$ cat src/rtl/instr_encoder_loader.sv
// Instruction encoder and program loader: packs symbolic MIPS instructions into
// 32-bit words and writes them to consecutive instruction-memory addresses.
//
// Handshake: a transfer happens on a rising edge where in_valid && in_ready.
// in_ready is high only in ACCEPT, and the source holds its fields while it waits.
module instr_encoder_loader #(
    parameter int ADDR_W = 6
) (
    input  logic              clk,
    input  logic              reset,
    input  logic              start,
    input  logic              in_valid,
    output logic              in_ready,
    input  logic              in_last,
    input  logic [3:0]        in_op,
    input  logic [4:0]        in_rs,
    input  logic [4:0]        in_rt,
    input  logic [4:0]        in_rd,
    input  logic [15:0]       in_imm,
    input  logic [25:0]       in_target,
    output logic              imem_we,
    output logic [ADDR_W-1:0] imem_addr,
    output logic [31:0]       imem_wdata,
    output logic [ADDR_W:0]   count,
    output logic              done,
    output logic              full,
    output logic              err_illegal,
    output logic [1:0]        dbg_state_o
);

    typedef enum logic [1:0] {
        S_IDLE   = 2'd0,
        S_ACCEPT = 2'd1,
        S_WRITE  = 2'd2,
        S_DONE   = 2'd3
    } state_t;

    localparam logic [ADDR_W-1:0] PTR_MAX = '1;

    state_t            state_q;
    logic [ADDR_W-1:0] ptr_q;
    logic [ADDR_W:0]   count_q;
    logic [31:0]       word_q;
    logic              last_q;
    logic              full_q;
    logic              err_q;

    logic              enc_legal;
    logic [31:0]       enc_word;

    // Only the fields an operation uses are packed, so stray inputs never leak.
    always_comb begin
        enc_legal = 1'b1;
        enc_word  = '0;
        case (in_op)
            4'd0:    enc_word = {6'b000000, in_rs, in_rt, in_rd, 5'b00000, 6'b100000};
            4'd1:    enc_word = {6'b000000, in_rs, in_rt, in_rd, 5'b00000, 6'b100010};
            4'd2:    enc_word = {6'b000000, in_rs, in_rt, in_rd, 5'b00000, 6'b100100};
            4'd3:    enc_word = {6'b000000, in_rs, in_rt, in_rd, 5'b00000, 6'b100101};
            4'd4:    enc_word = {6'b000000, in_rs, in_rt, in_rd, 5'b00000, 6'b101010};
            4'd5:    enc_word = {6'b100011, in_rs, in_rt, in_imm};
            4'd6:    enc_word = {6'b101011, in_rs, in_rt, in_imm};
            4'd7:    enc_word = {6'b000100, in_rs, in_rt, in_imm};
            4'd8:    enc_word = {6'b001000, in_rs, in_rt, in_imm};
            4'd9:    enc_word = {6'b000010, in_target};
            default: enc_legal = 1'b0;
        endcase
    end

    always_ff @(posedge clk or negedge reset) begin
        if (!reset) begin
            state_q <= S_IDLE;
            ptr_q   <= '0;
            count_q <= '0;
            word_q  <= '0;
            last_q  <= 1'b0;
            full_q  <= 1'b0;
            err_q   <= 1'b0;
        end else begin
            case (state_q)
                S_IDLE, S_DONE: begin
                    if (start) begin
                        state_q <= S_ACCEPT;
                        ptr_q   <= '0;
                        count_q <= '0;
                        full_q  <= 1'b0;
                        err_q   <= 1'b0;
                    end
                end
                S_ACCEPT: begin
                    if (in_valid) begin
                        if (enc_legal) begin
                            word_q  <= enc_word;
                            last_q  <= in_last;
                            state_q <= S_WRITE;
                        end else begin
                            err_q <= 1'b1;
                            if (in_last) begin
                                state_q <= S_DONE;
                            end
                        end
                    end
                end
                S_WRITE: begin
                    count_q <= count_q + 1'b1;
                    // The pointer holds at the top address so it never wraps.
                    if (ptr_q == PTR_MAX) begin
                        full_q  <= 1'b1;
                        state_q <= S_DONE;
                    end else begin
                        ptr_q   <= ptr_q + 1'b1;
                        state_q <= last_q ? S_DONE : S_ACCEPT;
                    end
                end
                default: state_q <= S_IDLE;
            endcase
        end
    end

    assign in_ready    = (state_q == S_ACCEPT);
    assign imem_we     = (state_q == S_WRITE);
    assign imem_addr   = ptr_q;
    assign imem_wdata  = word_q;
    assign count       = count_q;
    assign done        = (state_q == S_DONE);
    assign full        = full_q;
    assign err_illegal = err_q;
    assign dbg_state_o = state_q;

endmodule

$ cat config.mk
export PLATFORM = sky130hd
export DESIGN_NAME = instr_encoder_loader
export DESIGN_NICKNAME = d
export VERILOG_FILES = /design/src/rtl/instr_encoder_loader.sv
export SDC_FILE = /design/constraint.sdc
export NUM_CORES = 1
export LEC_CHECK = 0
export CORE_MARGIN = 5
export CORE_UTILIZATION = 40
export DETAILED_ROUTE_END_ITERATION = 10
export PLACE_DENSITY = 0.8
export SYNTH_ARGS = -nofsm -noshare
export SYNTH_HDL_FRONTEND = slang
export SYNTH_SLANG_ARGS = --single-unit
$ cat constraint.sdc
create_clock -name clk -period 2.6 [get_ports clk]
set_input_delay 0.78 -clock clk [delete_from_list [all_inputs] [get_ports clk]]
set_output_delay 0.78 -clock clk [all_outputs]
set_load 0.02 [all_outputs]
==> results.md <==
- Vias/cell: 5.41
- Worst skew pair latency: 300 ps
- Synthesis-to-finish area growth: 52.0%
- Routed len/inst: 15.9 um
- Synth Instances: 291
- Synth top cells by count: nor2_1 (51), dfrtp_1 (48), nand2_1 (29)
- Final WS setup: 244 ps
- Met1 WL: 3230 um
- Compound-Gate Fraction of Synth Area: 0.242
- Met3 wire len: 407 um
- Syn_nets: 362
- Number of flops mapped to enable cells by yosys: 0
- Max cap viols: 0
- Top post-synthesis cells by area: dfrtp_1 (44%), nor2_1 (7.0%), a221oi_2 (4.9%), nand2_1 (4.0%), a21oi_1 (3.5%)
- Die H: 92.9 um
- Die W: 92.9 um
- Slew Limit Fails: 0
- Initial antenna violation count: 0
- DRT antenna net count: 0
- Worst Setup Start Kind: register
- Hold-fix buffers, CTS: 0
- WP buf/inv: 2
- Cell accounting for the most synthesized area: dfrtp_1
- Sequential cell area fraction in the yosys report: 0.437
- Starting density of the core: 0.407
- Post-synthesis mux area share: 0.0546
- Fmax: 424 MHz
- Area of the multi-input gates: 1420 um^2
- Clock Sinks: 48
- Worst Hold Class: input port to async pin
- Power per Cell Area: 874 nW/um^2
- Outcome: finished clean
- Worst r2r src: dbg_state_o[0]
- Number of H-tree levels: 2
- Largest buffer count on any clock path: 2
- Adder-cell area share of the yosys netlist: 0.0228
- Largest net degree at the start of global routing: 27
- Leakage: 0.00175 uW
- Worst path cell trace: inv_1 -> ha_1 -> clkdlybuf4s50_1
- Met2 routed WL: 4090 um
- Post-Route Skew: 3.27 ps
- First-pass GRT wire length: 12600 um
- WL final: 7800 um
- Total number of vias: 2653
- IO buf count: 116
- Core Area: 6760 um^2
- Gp weighted congestion: 0.852
- WP depth: 3
- Largest family of logic cells by synthesized area: compound AO/OA/AOI/OAI gates
- Total area of sequential cells: 1200 um^2
- Die area: 8630 um^2
- FF-to-FF End: imem_addr[3]
- DRT Pass-1 Iters: 5
- Final setup TNS: 0 ps
- TritonCTS Buffers: 5
- Peak VDD IR: 480 uV
- Gr ovfl total: 0
- Normalized max-slew margin: 0.568
- Final setup vio count: 0
- Fin. Hold Viols: 0
- Actual slew at the worst max-slew pin: 648 ps
- Clock root cell: clkbuf_8
- CTS tree: built
- Post-Synth Simple-Gate Area: 0.189
- Slowest stage delay, CP: 600 ps
- Num rows: 30
- RSZ-0062 raised after global routing: false
- Worst reg-to-reg setup slack: 640 ps
- Diode count: 0
- Post-Syn Area: 2750 um^2
- Synth cell types: 55
- DP HPWL: 6080 um
- GRT Total Usage: 0.183
- Worst setup startpoint: dbg_state_o[0]
- Layout Nets: 480
- Final period utilization: 0.906
- Reg2Reg Depth: 7
- DP Worst Slack: 73.0 ps
- Vias in the first global route: 2595
- Crit path DAT: 1580 ps
- Top sig layer: met4
- Drt first-iter violations: 99
- CP delay by family, top: buffers and inverters
- Layout filler cell count: 569
- Layout cells sized above 1: 0.115
- Xor/xnor share of the synthesized area: 0.00638
- Kind of critical path: register to primary output
- Warnings from Yosys: 0
- CP max FO: 5
- Top-count cell post-synth: nor2_1
- Ports: 118
- DR DRC count: 0
- Tot Pwr: 3650 uW
- Average cell area after synthesis: 9.44 um^2
- CP Capture Type: primary output
- CP max-delay cell: clkdlybuf4s50_1
- Tmin final: 2360 ps
- Ys async rst share: 1.00
- Req. time, crit path: 1820 ps
- Top-area cell type share of the netlist area: 0.437
- Flops & latches, synth: 48
- Synth Flop Type: dfrtp_1
- Clk slew on worst S/H paths: 90 ps
-- layout make-up --
class	instances	area share
clock inverter	1	0.00719
tap	80	0.0240
clock buffer	7	0.0231
multi-input combinational	217	0.339
timing repair buffer	132	0.314
sequential	48	0.288
inverter	5	0.00450
-- flip-flops by register name, summed over array words and instances (netlist names) --
signal and count:
imem_addr 6, full 1, imem_wdata 30, count 7
dbg_state_o 2, last_q 1, err_illegal 1
-- cells by family after synthesis --
kind of cell             Yosys count
other                              1
buffers and inverters             26
XOR/XNOR                           2
adder cells (fa/ha/maj)            5
flip-flops                        48
multiplexers                      14
AND/OR/NAND/NOR                  111
AO/OA/AOI/OAI                     84
-- routing by layer --
| metal | vias to the layer above | track usage |
|---|---|---|
| met1 | 1268 | 0.221 |
| met4 | 0 | 0.0427 |
| li1 | 1304 | - |
| met3 | 9 | 0.0341 |
| met5 | - | 0 |
| met2 | 72 | 0.335 |
-- worst max path at each step --
stage	end	slack, ps
2_1_floorplan	imem_addr[3]	550
4_1_cts	imem_we	230
6_report	imem_we	240
3_5_place_dp	imem_wdata[14]	70
3_3_place_gp	imem_wdata[8]	190
5_1_grt	imem_we	180
-- per-stage QoR --
stage	util	instance area (um^2)	hold slack, ps	instances
after global placement	0.599	4050	464	482
after global routing	0.618	4180	402	490
final	0.618	4180	382	490
after CTS	0.618	4180	383	490
after detailed placement	0.599	4050	465	482
after floorplan	-	2750	447	291
-- worst register-to-register path, delay by kind of cell (launching register included) --
| family | cells | cell delay, ps |
|---|---|---|
| mux | 2 | 480 |
| flops | 1 | 440 |
| fa+ha+maj | 1 | 430 |
| buf+inv | 2 | 280 |
| compound gates | 1 | 170 |
| simple gates | 1 | 50 |
-- cells in the final DEF, fill, tap and decap left out, types with 3 or more instances in the layout --
cell type,count
nor3_1,3
a22o_1,4
clkdlybuf4s50_1,114
a21oi_1,19
buf_4,13
nand2b_1,3
nand2_1,29
mux2_2,8
nand3_1,4
and3_1,3
dfrtp_1,48
buf_12,3
nor2_1,51
ha_1,5
a221oi_2,9
mux2i_1,6
o21ai_0,6
a222oi_1,5
a221oi_1,8
inv_1,5
o21a_1,3
o21ai_1,8
clkbuf_8,7
-- where the power goes --
part	internal, uW	total, uW	switching, uW
clock	340	595	256
sequential	1020	1210	188
combinational	878	1850	971
total	2240	3650	1410
-- timing repair --
item,CTS,global route
endpoints found under the setup margin,1,0
buffers inserted,0,0
gates resized for setup,1,0
No activity file was read; power rests on OpenSTA's default activity.
==> variant 1, RTL diff (same settings) <==
Change the parameter `ADDR_W` from 6 to 7.
--- a/src/rtl/instr_encoder_loader.sv
+++ b/src/rtl/instr_encoder_loader.sv
@@ -6,3 +6,3 @@
 module instr_encoder_loader #(
-    parameter int ADDR_W = 6
+    parameter int ADDR_W = 7
 ) (
Interface: changed (resized count and imem_addr); port bits go from 118 to 120. No check against the original RTL was run, so the function may have changed too.
==> variant 1 against the original RTL <==
Via count is 4.0% higher. Wire length increased by 6.0%. Critical path depth unchanged. Clock skew up 0.0064 ns. Count of clock-buffer cells in the layout is 1 lower. Setup slack got worse by 0.12 ns. Synthesized area up 9.6%. Final area rose by 6.0%. First-iteration DRC count shrank 4.0%. Utilization is 1.1 points lower. Sequential cell count grew 2. Power up 7.3%. Synthesized cell count up 3.1%. Critical endpoint is now in_ready.
==> variant 1: results (changes against the original RTL) <==
outcome finished clean; Worst Path Arrival 1.70 ns (+0.12 ns); Num CTS Buffers 5 (unchanged); Leakage 1.80 nW (+2.6%); register area share after synthesis 41.6% (-2.2 points); root buf cell clkbuf_8; ranking of synthesized cells by area dfrtp_1, a221oi_2, nor2_1, mux2_2, a21oi_1; setup bufs post-CTS 0 (unchanged); Placer Congestion 0.851 (about the same); Clock transition at path regs roughly 0.080 ns; FF-to-FF setup slack 0.42 ns (-0.22 ns); Placed Cells 509 (+5.6%); synthesized net count 371 (+2.5%); Placement Setup Slack 0.0315 ns (-0.0415 ns); worst r2r path cells 6 (-1); first-pass GRT wire length 13.8 mm (+9.0%); Post-Synthesis Cells 300 (+3.1%); Netlist cell types 56 (+1.8%); largest net degree at the start of global routing 32 (+19%); Overall Power 3.92 mW (+7.3%); vias per cell 5.34 (-1.4%); max reg flops 30 (unchanged); fill count 631 (+11%); CP Max Fanout 10 (+5); non-filler instance count after layout 517 (+5.5%); fin nets 488 (+1.7%); Slowest-stage cell, CP clkdlybuf4s50_1; Longest Clk Path Bufs 2 (unchanged); YS warnings 0 (unchanged); initial antenna violation count 0 (unchanged); 1st-iter DRT viols 95 (-4.0%); clock skew 0.00965 ns (+0.00638 ns); H-tree depth 2 (unchanged); Hold Path Depth 2; vias in the first global route 2836 (+9.3%); Ant. Diodes 0 (unchanged); all-layer global routing usage 17.3% (-0.95 points); drt pass-1 iters 5 (unchanged); hold_sp imem_wdata[29]; Crit Reg-Reg Endpoint imem_addr[0]; layout cell share with drive strength beyond 1 16.0% (+4.6 points); Max IR drop VDD 0.387 mV (-19%); drt wl/cell 16.0 um (+0.43%); slowest stage delay, CP 0.63 ns (+0.03 ns); most frequent cells after synthesis dfrtp_1, nor2_1, nand2_1; Yosys top cell by area dfrtp_1; hpwl dp 6.37 mm (+4.6%); Slew @ Worst Pin 0.693 ns (+0.0446 ns); HP Class reg2reg; Port Buf Inserts 118 (+1.7%); Worst Hold Path EP imem_wdata[29]
-- variant 1: worst max path at each step --
stage,startpoint,to,slack [ns]
2_1_floorplan,dbg_state_o[0],dbg_state_o[1],0.61
3_3_place_gp,in_op[2],imem_wdata[16],0.06
3_5_place_dp,in_op[2],imem_wdata[16],0.03
4_1_cts,dbg_state_o[1],in_ready,0.006
5_1_grt,dbg_state_o[1],in_ready,0.03
6_report,dbg_state_o[1],in_ready,0.12
-- variant 1: cell families (layout without fill, tap and decap cells) --
group,after synthesis,after routing,synth area share [%]
compound gates,83,83,22.9
xor+xnor,4,4,1.16
fa+ha+maj,5,5,2.08
buf+inv,29,147,6.44
flops,50,50,41.6
mux,18,18,6.82
other cells,1,1,0.125
simple gates,110,110,19.0
-- variant 1: cell type report --
cell class	instances	share of cell area [%]
repair buffers	134	29.9
inverters	5	0.424
flip-flops and latches	50	28.3
well taps	99	2.80
clock buffers	6	1.87
multi-input cells	221	35.4
clock inverters	2	1.36
-- variant 1: stage by stage --
stage / instance area (um^2) / hold slack (ns)
after floorplan: 3010 / 0.447
after global placement: 4280 / 0.463
after detailed placement: 4280 / 0.481
after CTS: 4420 / 0.501
after global routing: 4430 / 0.527
final: 4430 / 0.495
-- variant 1: critical path: cells and delay by family (launching register included) --
| kind | cells | cell delay [ns] |
|---|---|---|
| buf+inv | 2 | 0.70 |
| flops | 1 | 0.43 |
| fa+ha+maj | 1 | 0.26 |
-- variant 1: per-layer routing --
metal,global-route usage (%),routed length (um)
met5,0,0
met4,4.86,161
met3,5.18,569
met2,29.5,4090
met1,21.3,3440
-- variant 1: what timing repair did --
action / in CTS / in global routing
gates resized for setup: 0 / 1
hold endpoints to repair: 0 / 0
endpoints found under the setup margin: 0 / 1
hold buffers: 0 / 0
-- variant 1: report_power, final --
part	switching (mW)	internal [mW]	leakage (nW)
Combinational	1.02	0.970	1.10
Sequential	0.207	1.05	0.632
Clock	0.260	0.410	0.0714
==> variant 2, RTL diff (same flow settings) <==
Without the edit above. Add an input register stage for `in_target`, with the module's reset; this delays it by one clock. The other inputs are not delayed to match.
--- a/src/rtl/instr_encoder_loader.sv
+++ b/src/rtl/instr_encoder_loader.sv
@@ -39,2 +39,12 @@
 
+    logic [25:0] in_target_q;
+
+    always_ff @(posedge clk or negedge reset) begin
+        if (!reset) begin
+            in_target_q <= '0;
+        end else begin
+            in_target_q <= in_target;
+        end
+    end
+
     state_t            state_q;
@@ -64,3 +74,3 @@
             4'd8:    enc_word = {6'b001000, in_rs, in_rt, in_imm};
-            4'd9:    enc_word = {6'b000010, in_target};
+            4'd9:    enc_word = {6'b000010, in_target_q};
             default: enc_legal = 1'b0;
Check against the original RTL: not equivalent (a bounded check fails within 4 cycles, from zero or initial values and one cycle with reset low).
==> variant 2 against the original RTL <==
Wire length rose by 8.5%. Final area rose by 17%. Synthesized area rose by 21%. Final cell count rose by 13%. Setup slack got worse by 0.050 ns. Clock power rose by 67%. Sequential power rose by 35%. Sequential cell count rose by 26. Power rose by 25%.
==> variant 2: results (changes against the original RTL) <==
Num CTS Buffers 9 (+4); register area share after synthesis 55.8% (+12 points); Clock transition at path regs 0.07 ns (-0.02 ns); routed wire length 8.46 mm (+8.5%); largest net degree at the start of global routing 42 (+56%); outcome finished clean; first-pass GRT wire length 14.1 mm (+11%); Port Buf Inserts 116 (unchanged); hpwl dp 6.34 mm (+4.2%); vias per cell 5.21 (-3.8%); H-tree depth 3 (+1); CP Max Fanout 5 (unchanged); worst r2r path cells 6 (-1); Placer Congestion 0.828 (-2.8%); ranking of synthesized cells by area dfrtp_1, nor2_1, a221oi_1, mux2i_1, a21oi_1; most frequent cells after synthesis dfrtp_1, nor2_1, nand2_1; fin nets 513 (+6.9%); drt pass-1 iters 4 (-1); synthesized net count 387 (+6.9%); all-layer global routing usage 17.4% (-0.94 points); layout cell share with drive strength beyond 1 9.62% (-1.8 points); 1st-iter DRT viols 111 (+12%); clock skew 0.00964 ns (+0.00636 ns); fill count 679 (+19%); Netlist cell types 53 (-3.6%); Leakage 2.04 nW (+16%); Clock Latency Late Sink 0.34 ns (+0.04 ns); Max IR drop VDD 0.605 mV (+26%); vias in the first global route 3025 (+17%); Max transition margin 53.2% (-3.6 points)
==> variant 2: changes by cell type after synthesis, moves of 5 or more <==
cell / delta
a221oi_1: +13
a222oi_1: -5
dfrtp_1: +26
nand2_1: -5
mux2_2: -7
a221oi_2: -9
clkbuf_1: -6
o21ai_0: +7
==> variant 2: metrics by stage <==
step | setup slack (ns) | std cells | utilization (%) | area [um^2] | power (mW)
detailed placement | -0.0523 | 536 | 57.1 | 4640 | 3.60
CTS | 0.174 | 552 | 59.9 | 4870 | 4.60
global route | 0.142 | 552 | 59.9 | 4870 | 4.84
finish | 0.194 | 552 | 59.9 | 4870 | 4.55
floorplan | 0.786 | 316 | - | 3320 | 2.67
global placement | 0.00300 | 536 | 57.1 | 4640 | 3.55
==> variant 2: report_power, final <==
group	total, mW	internal (mW)	switching [mW]
logic	1.92	0.914	1.01
clock network	0.994	0.568	0.425
registers	1.63	1.45	0.187
total	4.55	2.93	1.62
==> variant 2: worst max-delay path: stages, from the launching register on <==
cell	delay, ns
dfrtp_1	0.43
inv_1	0.08
ha_1	0.17
clkdlybuf4s50_1	0.61
==> variant 2: layout make-up <==
class	instances	area (um^2)	share of cell area (%)
sequential	74	1850	38.0
multi-input combinational	216	1330	27.3
timing repair buffer	134	1310	26.8
clock buffer	10	138	2.83
tap	105	131	2.70
clock inverter	6	90.1	1.85
inverter	7	26.3	0.540
==> variant 2: path summary, 6_finish.rpt <==
kind	from	end	slack, ns
max in group asynchronous	reset	imem_wdata[3]	1.57
min reg2reg	imem_wdata[28]	imem_wdata[28]	0.48
max	dbg_state_o[0]	imem_we	0.19
min in group clk	imem_wdata[28]	imem_wdata[28]	0.48
max reg2reg	dbg_state_o[0]	imem_addr[5]	0.75
min	reset	imem_wdata[27]	0.42
==> variant 2: metal layers <==
| layer | global-route usage [%] | part of all wire (%) |
|---|---|---|
| met5 | 0 | 0 |
| met4 | 6.54 | 1.1 |
| met3 | 4.98 | 7.2 |
| met2 | 28.9 | 49 |
| met1 | 21.3 | 43 |
==> variant 2: cell families (layout without fill, tap and decap cells) <==
group / Yosys count / in the layout / share of synthesized area (%)
other: 1 / 1 / 0.113
xor gates and xnor gates: 1 / 1 / 0.264
DFF: 74 / 74 / 55.8
and+or+nand+nor: 109 / 109 / 14.7
muxes: 14 / 14 / 4.45
adders and majority gates: 5 / 5 / 1.89
buffers and inverters: 26 / 157 / 4.15
AOI/OAI and AO/OA: 86 / 86 / 18.6
